$ cat src/rtl/shifter_pkg.sv
// Shared op codes and level-to-slice split for the pipelined barrel shifter.
// Rotate codes only take effect when PIPE_SHIFTER_ROTATE_EN is defined.
package shifter_pkg;

    typedef logic [2:0] shift_op_t;

    localparam shift_op_t OP_SLL = 3'b000;
    localparam shift_op_t OP_SRL = 3'b001;
    localparam shift_op_t OP_SRA = 3'b011;
    localparam shift_op_t OP_ROL = 3'b100;
    localparam shift_op_t OP_ROR = 3'b101;

    // Slices take ceil(saw/stages) levels each in ascending order; late slices may get fewer or none.
    function automatic int levels_in_stage(input int i, input int saw, input int stages);
        int per;
        int lo;
        int n;
        per = (saw + stages - 1) / stages;
        lo  = i * per;
        if (lo >= saw) begin
            n = 0;
        end else if (saw - lo < per) begin
            n = saw - lo;
        end else begin
            n = per;
        end
        return n;
    endfunction

    function automatic int first_level(input int i, input int saw, input int stages);
        int per;
        int lo;
        per = (saw + stages - 1) / stages;
        lo  = i * per;
        if (lo > saw) begin
            lo = saw;
        end else begin
            lo = lo;
        end
        return lo;
    endfunction

endpackage

$ cat src/rtl/shifter_stage.sv
// One register slice of pipe_shifter: mux levels LVL_LO..LVL_HI followed by a valid/ready register.
// Rotate levels are built only when PIPE_SHIFTER_ROTATE_EN is defined.
module shifter_stage
    import shifter_pkg::*;
#(
    parameter int WIDTH  = 32,
    parameter int SAW    = 5,
    parameter int LVL_LO = 0,
    parameter int LVL_HI = 0
) (
    input  logic             clk,
    input  logic             rst_n,
    input  logic             in_valid,
    output logic             in_ready,
    input  logic [WIDTH-1:0] in_data,
    input  logic [SAW-1:0]   in_sa,
    input  shift_op_t        in_op,
    output logic             out_valid,
    input  logic             out_ready,
    output logic [WIDTH-1:0] out_data,
    output logic [SAW-1:0]   out_sa,
    output shift_op_t        out_op
);

    logic             valid_q, valid_d;
    logic [WIDTH-1:0] data_q, data_d;
    logic [SAW-1:0]   sa_q, sa_d;
    shift_op_t        op_q, op_d;
    logic [WIDTH-1:0] shifted_s;

    // Mux levels owned by this slice; an empty range gives a plain register slice
    always_comb begin
        shifted_s = in_data;
        for (int k = LVL_LO; k <= LVL_HI; k++) begin
            if (in_sa[k]) begin
                case (in_op)
                    OP_SLL:  shifted_s = shifted_s << (1 << k);
                    OP_SRL:  shifted_s = shifted_s >> (1 << k);
                    OP_SRA:  shifted_s = $signed(shifted_s) >>> (1 << k);
`ifdef PIPE_SHIFTER_ROTATE_EN
                    OP_ROL:  shifted_s = (shifted_s << (1 << k)) | (shifted_s >> (WIDTH - (1 << k)));
                    OP_ROR:  shifted_s = (shifted_s >> (1 << k)) | (shifted_s << (WIDTH - (1 << k)));
`endif
                    default: shifted_s = shifted_s;
                endcase
            end else begin
                shifted_s = shifted_s;
            end
        end
    end

    assign in_ready = !valid_q || out_ready;

    // Slice update: load on accept, drain when the consumer takes the result, otherwise hold
    always_comb begin
        valid_d = valid_q;
        data_d  = data_q;
        sa_d    = sa_q;
        op_d    = op_q;
        if (in_ready) begin
            valid_d = in_valid;
            if (in_valid) begin
                data_d = shifted_s;
                sa_d   = in_sa;
                op_d   = in_op;
            end else begin
                data_d = data_q;
            end
        end else begin
            valid_d = valid_q;
        end
    end

    // Slice registers
    always_ff @(posedge clk or negedge rst_n) begin
        if (!rst_n) begin
            valid_q <= 1'b0;
            data_q  <= {WIDTH{1'b0}};
            sa_q    <= {SAW{1'b0}};
            op_q    <= 3'b000;
        end else begin
            valid_q <= valid_d;
            data_q  <= data_d;
            sa_q    <= sa_d;
            op_q    <= op_d;
        end
    end

    assign out_valid = valid_q;
    assign out_data  = data_q;
    assign out_sa    = sa_q;
    assign out_op    = op_q;

endmodule

$ cat src/rtl/pipe_shifter.sv
// Pipelined barrel shifter: STAGES slices of shifter_stage with ready chained backwards.
// Define PIPE_SHIFTER_ROTATE_EN to build ROL/ROR; otherwise those codes pass the operand through.
module pipe_shifter
    import shifter_pkg::*;
#(
    parameter  int WIDTH  = 32,
    parameter  int STAGES = 2,
    localparam int SAW    = $clog2(WIDTH)
) (
    input  logic             clk,
    input  logic             rst_n,
    input  logic             in_valid,
    output logic             in_ready,
    input  logic [WIDTH-1:0] in_data,
    input  logic [SAW-1:0]   in_sa,
    input  shift_op_t        in_op,
    output logic             out_valid,
    input  logic             out_ready,
    output logic [WIDTH-1:0] out_data,
    output logic             busy
);

    logic             valid_s [STAGES+1];
    logic             ready_s [STAGES+1];
    logic [WIDTH-1:0] data_s  [STAGES+1];
    logic [SAW-1:0]   sa_s    [STAGES+1];
    shift_op_t        op_s    [STAGES+1];

    assign valid_s[0]      = in_valid;
    assign data_s[0]       = in_data;
    assign sa_s[0]         = in_sa;
    assign op_s[0]         = in_op;
    assign ready_s[STAGES] = out_ready;
    assign in_ready        = ready_s[0];
    assign out_valid       = valid_s[STAGES];
    assign out_data        = data_s[STAGES];

    for (genvar i = 0; i < STAGES; i++) begin : g_stage
        shifter_stage #(
            .WIDTH  (WIDTH),
            .SAW    (SAW),
            .LVL_LO (first_level(i, SAW, STAGES)),
            .LVL_HI (first_level(i, SAW, STAGES) + levels_in_stage(i, SAW, STAGES) - 1)
        ) u_stage (
            .clk       (clk),
            .rst_n     (rst_n),
            .in_valid  (valid_s[i]),
            .in_ready  (ready_s[i]),
            .in_data   (data_s[i]),
            .in_sa     (sa_s[i]),
            .in_op     (op_s[i]),
            .out_valid (valid_s[i+1]),
            .out_ready (ready_s[i+1]),
            .out_data  (data_s[i+1]),
            .out_sa    (sa_s[i+1]),
            .out_op    (op_s[i+1])
        );
    end

    // Any slice holding an op
    always_comb begin
        busy = 1'b0;
        for (int i = 1; i <= STAGES; i++) begin
            busy = busy | valid_s[i];
        end
    end

endmodule
$ cat config.mk
export PLATFORM = sky130hd
export DESIGN_NAME = pipe_shifter
export DESIGN_NICKNAME = d
export VERILOG_FILES = /design/src/rtl/shifter_pkg.sv /design/src/rtl/shifter_stage.sv /design/src/rtl/pipe_shifter.sv
export SDC_FILE = /design/constraint.sdc
export NUM_CORES = 1
export LEC_CHECK = 0
export CAP_MARGIN = 20
export CORE_MARGIN = 4
export CORE_UTILIZATION = 60
export DETAILED_ROUTE_END_ITERATION = 10
export PLACE_DENSITY = 0.93
export SYNTH_ARGS = -nofsm -noshare
export SYNTH_HDL_FRONTEND = slang
export SYNTH_SLANG_ARGS = --single-unit
$ cat constraint.sdc
create_clock -name clk -period 3.6 [get_ports clk]
set_input_delay 0.54 -clock clk [delete_from_list [all_inputs] [get_ports clk]]
set_output_delay 0.54 -clock clk [all_outputs]
set_load 0.01 [all_outputs]
==> impl_metrics.py, run 1 <==
metrics = {
    "sta": {
        "clock-skew-final_ns": 0.008331,
        "setup_viol": 0,
        "setup_tns_ns": 0,
        "slew_headroom": 0.4155,
        "rsz0062_at_grt": "false",
        "period_minus_slack_ns": 2.839,
        "post-route-period-util": 0.7885,
        "worst_pin_slew_ns": 0.8721,
        "slew_violations": 0,
        "final_hold_viol_count": 0,
        "max_freq_mhz": 352.3,
    },
    "synth": {
        "synthCells": 845,
        "ys_ff_latch": 71,
        "yosysSeqAreaShare": 0.2692,
        "yosysMostFrequentCell": "nand2_1",
        "netlist_top_cells_count": "nand2_1 (97), a21oi_1 (86), dfrtp_1 (71)",
        "syn_nets": 889,
        "yosysTopAreaCell": "dfrtp_1",
        "syn_avg_cell_area_um2": 7.811,
        "synth_edf_count": 0,
        "yosys_warnings": 0,
        "synth_ff_type": "dfrtp_1",
        "syn_area_um2": 6600,
        "synth_top_area_share": 0.2692,
        "synth_area_leaders": "dfrtp_1 (27%), a21oi_1 (6.5%), nand2_1 (5.5%)",
        "synth-async-reset-ratio": 1.000,
        "yosys.cell_types.count": 68,
    },
    "clock_tree": {
        "post_cts_buffers": 0,
        "postCtsHoldBufs": 0,
        "numCtsBuffers": 9,
        "path_clk_slew_ns": 0.08,
        "clk_latency_ns": 0.35,
        "cts.sinks": 71,
        "clockBufferDepth": 2,
        "h-tree-depth": 3,
        "post_cts_resized": 0,
        "cts_tree": "done",
        "cts_root_buffer": "clkbuf_8",
    },
    "drt": {
        "wirelength_um": 21530,
        "drtPass1Iterations": 6,
        "via_count": 7253,
        "drc": 0,
        "via_per_inst": 7.282,
        "ant_nets": 0,
        "routedWlPerCell_um": 21.61,
        "first_iter_violations": 1113,
    },
    "floorplan": {
        "dieArea_um2": 12740,
        "coreArea_um2": 10790,
        "die_w_um": 112.9,
        "fp.dieH_um": 112.9,
        "placementRows": 38,
        "io_pins": 79,
        "initial_core_util": 0.6115,
    },
    "cells_and_area": {
        "diodes": 0,
        "nNetsFinal": 895,
        "syn_to_final_growth_pct": 10.86,
        "fin_cells": 996,
        "final_area_um2": 7317,
        "drive_gt1_frac": 0.08879,
    },
    "placed_design": {
        "placed_cell_area_um2": 7144,
        "dp_hpwl_um": 15320,
        "buffer_ports.inserted": 78,
        "dp.cells": 980,
        "globalplace.congestion": 1.052,
    },
    "grt": {
        "grt_pass1_wl_um": 34780,
        "antenna_found_initial": 0,
        "grt_max_degree": 52,
        "track_usage": 0.3320,
        "overflow": 0,
        "grt_pass1_vias": 6516,
    },
    "critical_path": {
        "crit_fanout": 11,
        "cp.required_ns": 3.81,
        "crit_path_end_kind": "flip-flop",
        "start_kind": "input pin",
        "arrival_ns": 3.05,
        "worstSetupPathType": "in2reg",
    },
    "status": {
        "status": "completed",
    },
    "power_and_ir_drop": {
        "ir_drop_mv": 0.2811,
        "p_total_mw": 3.104,
        "power.leakage_nw": 2.885,
        "power_density_nw_per_um2": 424.2,
    },
    "job": {
        "drv_cap": 0,
    },
    "hold_path": {
        "hold_class": "in2async",
    },
}
## per-stage QoR
stage                 util  hold WS (ns)  setup slack [ns]
finish              0.6780        0.2400            0.7612
global route        0.6780        0.2971            0.6296
CTS                 0.6780        0.2647            0.9230
detailed placement  0.6620        0.4610            0.5379
global placement    0.6620        0.4558            0.5952
floorplan                -        0.2444             1.591
## layer usage
layer | share of wire | up-vias | global-route usage
met2 | 0.44 | 629 | 0.5063
met1 | 0.38 | 3325 | 0.4541
met3 | 0.13 | 127 | 0.07914
met5 | 0 | - | 0
met4 | 0.051 | 0 | 0.1378
li1 | - | 3172 | -
## cells by family (layout without fill, tap and decap cells)
family	after synthesis	count (layout)	share of synthesized area
AND/OR/NAND/NOR	255	255	0.2002
flip-flops	71	71	0.2692
AO/OA/AOI/OAI	360	360	0.3761
buffers and inverters	126	137	0.1043
multiplexers	33	33	0.05024
## state kept, by name, indices dropped and copies added (netlist names)
name and count:
g_stage.u_stage.out_data 64, g_stage.u_stage.out_valid 2, g_stage.u_stage.out_sa 2, g_stage.u_stage.out_op 3
## report_power, final
group | total, mW | switching [mW] | internal (mW)
clock network | 0.567 | 0.317 | 0.251
registers | 1.19 | 0.202 | 0.983
logic | 1.35 | 0.710 | 0.642
total | 3.10 | 1.23 | 1.88
## final timing paths
kind,startpoint,slack (ns),to,depth (start not counted)
setup / recovery,in_op[2],0.76,g_stage[0].u_stage.out_data[25],7
hold / removal,rst_n,0.24,g_stage[1].u_stage.out_data[14],1
hold reg to reg,g_stage[1].u_stage.out_data[17],0.48,g_stage[1].u_stage.out_data[17],1
max in group asynchronous,rst_n,2.36,g_stage[0].u_stage.out_data[0],2
min in group clk,g_stage[1].u_stage.out_data[17],0.48,g_stage[1].u_stage.out_data[17],1
setup reg to reg,g_stage[0].u_stage.out_op[0],1.10,g_stage[1].u_stage.out_data[25],6
## placed cells by master (no fill, tap or decap), types with 9 or more instances in the layout
cell type	n
a221o_1	10
nand3b_1	11
nand4bb_1	10
dfrtp_1	71
o21ai_1	19
a2bb2oi_1	14
nand3_1	9
a21oi_1	86
o31ai_1	9
a31oi_1	11
o22a_1	22
a22oi_1	17
nand2b_1	26
o21ai_0	45
mux2i_1	32
a221oi_1	29
o221ai_1	11
clkbuf_8	9
o22ai_1	22
nor2_1	57
nand2_1	96
clkdlybuf4s50_1	75
buf_4	34
a21o_1	17
## layout make-up
| class | instances | area (µm²) |
|---|---|---|
| well taps | 140 | 175.2 |
| flip-flops and latches | 71 | 1777 |
| clock buffers | 9 | 123.9 |
| repair buffers | 112 | 1021 |
| fillers | 865 | 3476 |
| inverters | 9 | 33.78 |
| clock inverters | 7 | 48.80 |
| multi-input cells | 648 | 4138 |
## worst max-delay path, stage by stage
cell and delay, ns:
clkdlybuf4s50_1 0.49, nand2b_1 0.40, nor2_1 0.62, mux2i_1 0.52
a211oi_1 0.14, a221oi_1 0.23, a21oi_1 0.10
(Power assumes the default switching activity.)
==> run 2, diff against run 1 <==
CORE_UTILIZATION = 58   (was 60)
PLACE_DENSITY = 0.9   (was 0.93)
clock period = 2.95 ns   (was 3.6 ns; I/O delays follow)
==> run 2 against run 1 <==
Effect of this change:
- final cell count grew 1.1%
- clock-buffer cell count is the same
- register-to-register slack lost 0.56 ns
- worst hold slack lost 0.073 ns
- sequential share of layout area shrank 1.1 points
- clock power grew 130%
- sequential power grew 20%
- design area grew 4.6%
- critical path type unchanged
==> impl_metrics.py, run 2 (synthesized netlist as in run 1, its figures left out) <==
metrics = {
    "status": {
        "status": "completed",
    },
    "cells_and_area": {
        "drive_gt1_frac": 0.1003,
        "seq_area_um2": 1777,
        "final_common_cell": "nand2_1",
        "fin_cells": 1007,
        "largest_reg_flops": 64,
        "diodes": 0,
        "mostFrequentLayoutCells": "nand2_1 (96), a21oi_1 (86), clkdlybuf4s50_1 (75)",
        "nNetsFinal": 906,
        "multi_input_area_um2": 4138,
        "nFillCells": 923,
        "syn_to_final_growth_pct": 15.94,
    },
    "sta": {
        "period_minus_slack_ns": 2.427,
        "fin_ws_ns": 0.5225,
        "max_freq_mhz": 411.9,
        "clock-skew-final_ns": 0.008661,
        "slew_violations": 0,
        "slew_headroom": 0.4898,
        "setup_viol": 0,
        "post-route-period-util": 0.8229,
        "final_hold_viol_count": 0,
        "setup_tns_ns": 0,
        "rsz0062_at_grt": "false",
        "worst_pin_slew_ns": 0.7635,
    },
    "floorplan": {
        "placementRows": 38,
        "initial_core_util": 0.6009,
        "dieArea_um2": 13150,
        "fp.dieH_um": 114.7,
        "coreArea_um2": 10980,
        "io_pins": 79,
        "die_w_um": 114.7,
    },
    "critical_path": {
        "r2r_cells": 6,
        "r2r_setup_slack_ns": 0.54,
        "cp.required_ns": 3.16,
        "crit_path_start": "in_op[2]",
        "worstPathCellList": "clkdlybuf4s50_1 > buf_4 > nand2b_1 > buf_4 > nor2_1 > o31ai_1 > a2bb2oi_1 > a21oi_1",
        "crit_path_end_kind": "flip-flop",
        "r2r-end": "g_stage[1].u_stage.out_data[24]",
        "worstSetupPathType": "in2reg",
        "slowest_delay_ns": 0.52,
        "path_depth": 8,
        "crit_top_cell": "buf_4",
        "arrival_ns": 2.64,
        "setup.worst_path.end": "g_stage[0].u_stage.out_data[24]",
        "start_kind": "input pin",
        "crit_fanout": 19,
        "cp_slowest_cell": "clkdlybuf4s50_1",
        "cp_top_family": "buffers and inverters",
        "worstReg2RegStart": "g_stage[0].u_stage.out_op[2]",
        "cp_num_buf_inv": 3,
    },
    "power_and_ir_drop": {
        "power.leakage_nw": 3.047,
        "ir_drop_mv": 0.3878,
        "power_density_nw_per_um2": 578.8,
    },
    "drt": {
        "via_per_inst": 7.261,
        "drc": 0,
        "drtPass1Iterations": 6,
        "wirelength_um": 22640,
        "first_iter_violations": 1189,
        "ant_nets": 0,
        "routedWlPerCell_um": 22.48,
        "via_count": 7312,
    },
    "hold_path": {
        "hold_class": "in2async",
    },
    "clock_tree": {
        "clockBufferDepth": 2,
        "h-tree-depth": 3,
        "cts_root_buffer": "clkbuf_16",
        "cts.sinks": 71,
        "post_cts_buffers": 0,
        "path_clk_slew_ns": 0.06,
        "clk_latency_ns": 0.34,
        "numCtsBuffers": 9,
        "postCtsHoldBufs": 0,
        "post_cts_resized": 0,
        "cts_tree": "done",
    },
    "grt": {
        "grt_pass1_vias": 6853,
        "grt_max_degree": 59,
        "antenna_found_initial": 0,
        "track_usage": 0.3438,
        "grt_pass1_wl_um": 36320,
        "overflow": 0,
    },
    "placed_design": {
        "dp.cells": 990,
        "dp_hpwl_um": 15610,
        "place_ws_ns": 0.2774,
        "globalplace.congestion": 1.030,
        "buffer_ports.inserted": 78,
    },
    "job": {
        "drv_cap": 0,
    },
}
-- run 2: through the flow --
step	hold slack [ns]	util	power (mW)	instance area (µm²)
finish	0.1666	0.6967	4.429	7652
global route	0.2288	0.6967	4.629	7652
CTS	0.1908	0.6961	4.377	7645
detailed placement	0.4658	0.6642	3.092	7295
global placement	0.4556	0.6642	3.056	7295
floorplan	0.1469	-	2.552	6600
-- run 2: report_power, final --
group | leakage (nW) | internal [mW] | switching [mW]
clock | 0.171 | 0.836 | 0.442
sequential | 0.840 | 1.20 | 0.228
combinational | 2.04 | 0.810 | 0.911
-- run 2: worst min-delay path by stage --
stage / end / slack [ns]
3_3_place_gp: g_stage[0].u_stage.out_sa[4] / 0.46
2_1_floorplan: g_stage[0].u_stage.out_data[0] / 0.15
5_1_grt: g_stage[0].u_stage.out_sa[4] / 0.23
6_report: g_stage[0].u_stage.out_sa[4] / 0.17
4_1_cts: g_stage[0].u_stage.out_sa[4] / 0.19
3_5_place_dp: g_stage[1].u_stage.out_data[27] / 0.47
-- run 2: final cells by class --
cell class                 count  share of cell area
tap                          140             0.02289
clock inverter                 7             0.01635
sequential                    71              0.2322
multi-input combinational    648              0.5407
inverter                       9            0.004415
timing repair buffer         123              0.1540
clock buffer                   9             0.02943
-- run 2: layer usage --
layer | GRT usage | share of wire | vias to the layer above
met5 | 0 | 0 | -
li1 | - | - | 3199
met2 | 0.5243 | 0.45 | 586
met4 | 0.1663 | 0.050 | 0
met1 | 0.4548 | 0.38 | 3414
met3 | 0.08668 | 0.12 | 113
-- run 2: worst reg2reg max path: stages (launching register included) --
cell      delay, ns
dfrtp_1        0.56
nor2b_1        0.36
nand2_1        0.53
nor2_1         0.24
a21oi_1        0.09
a221oi_1       0.43
a21o_1         0.14
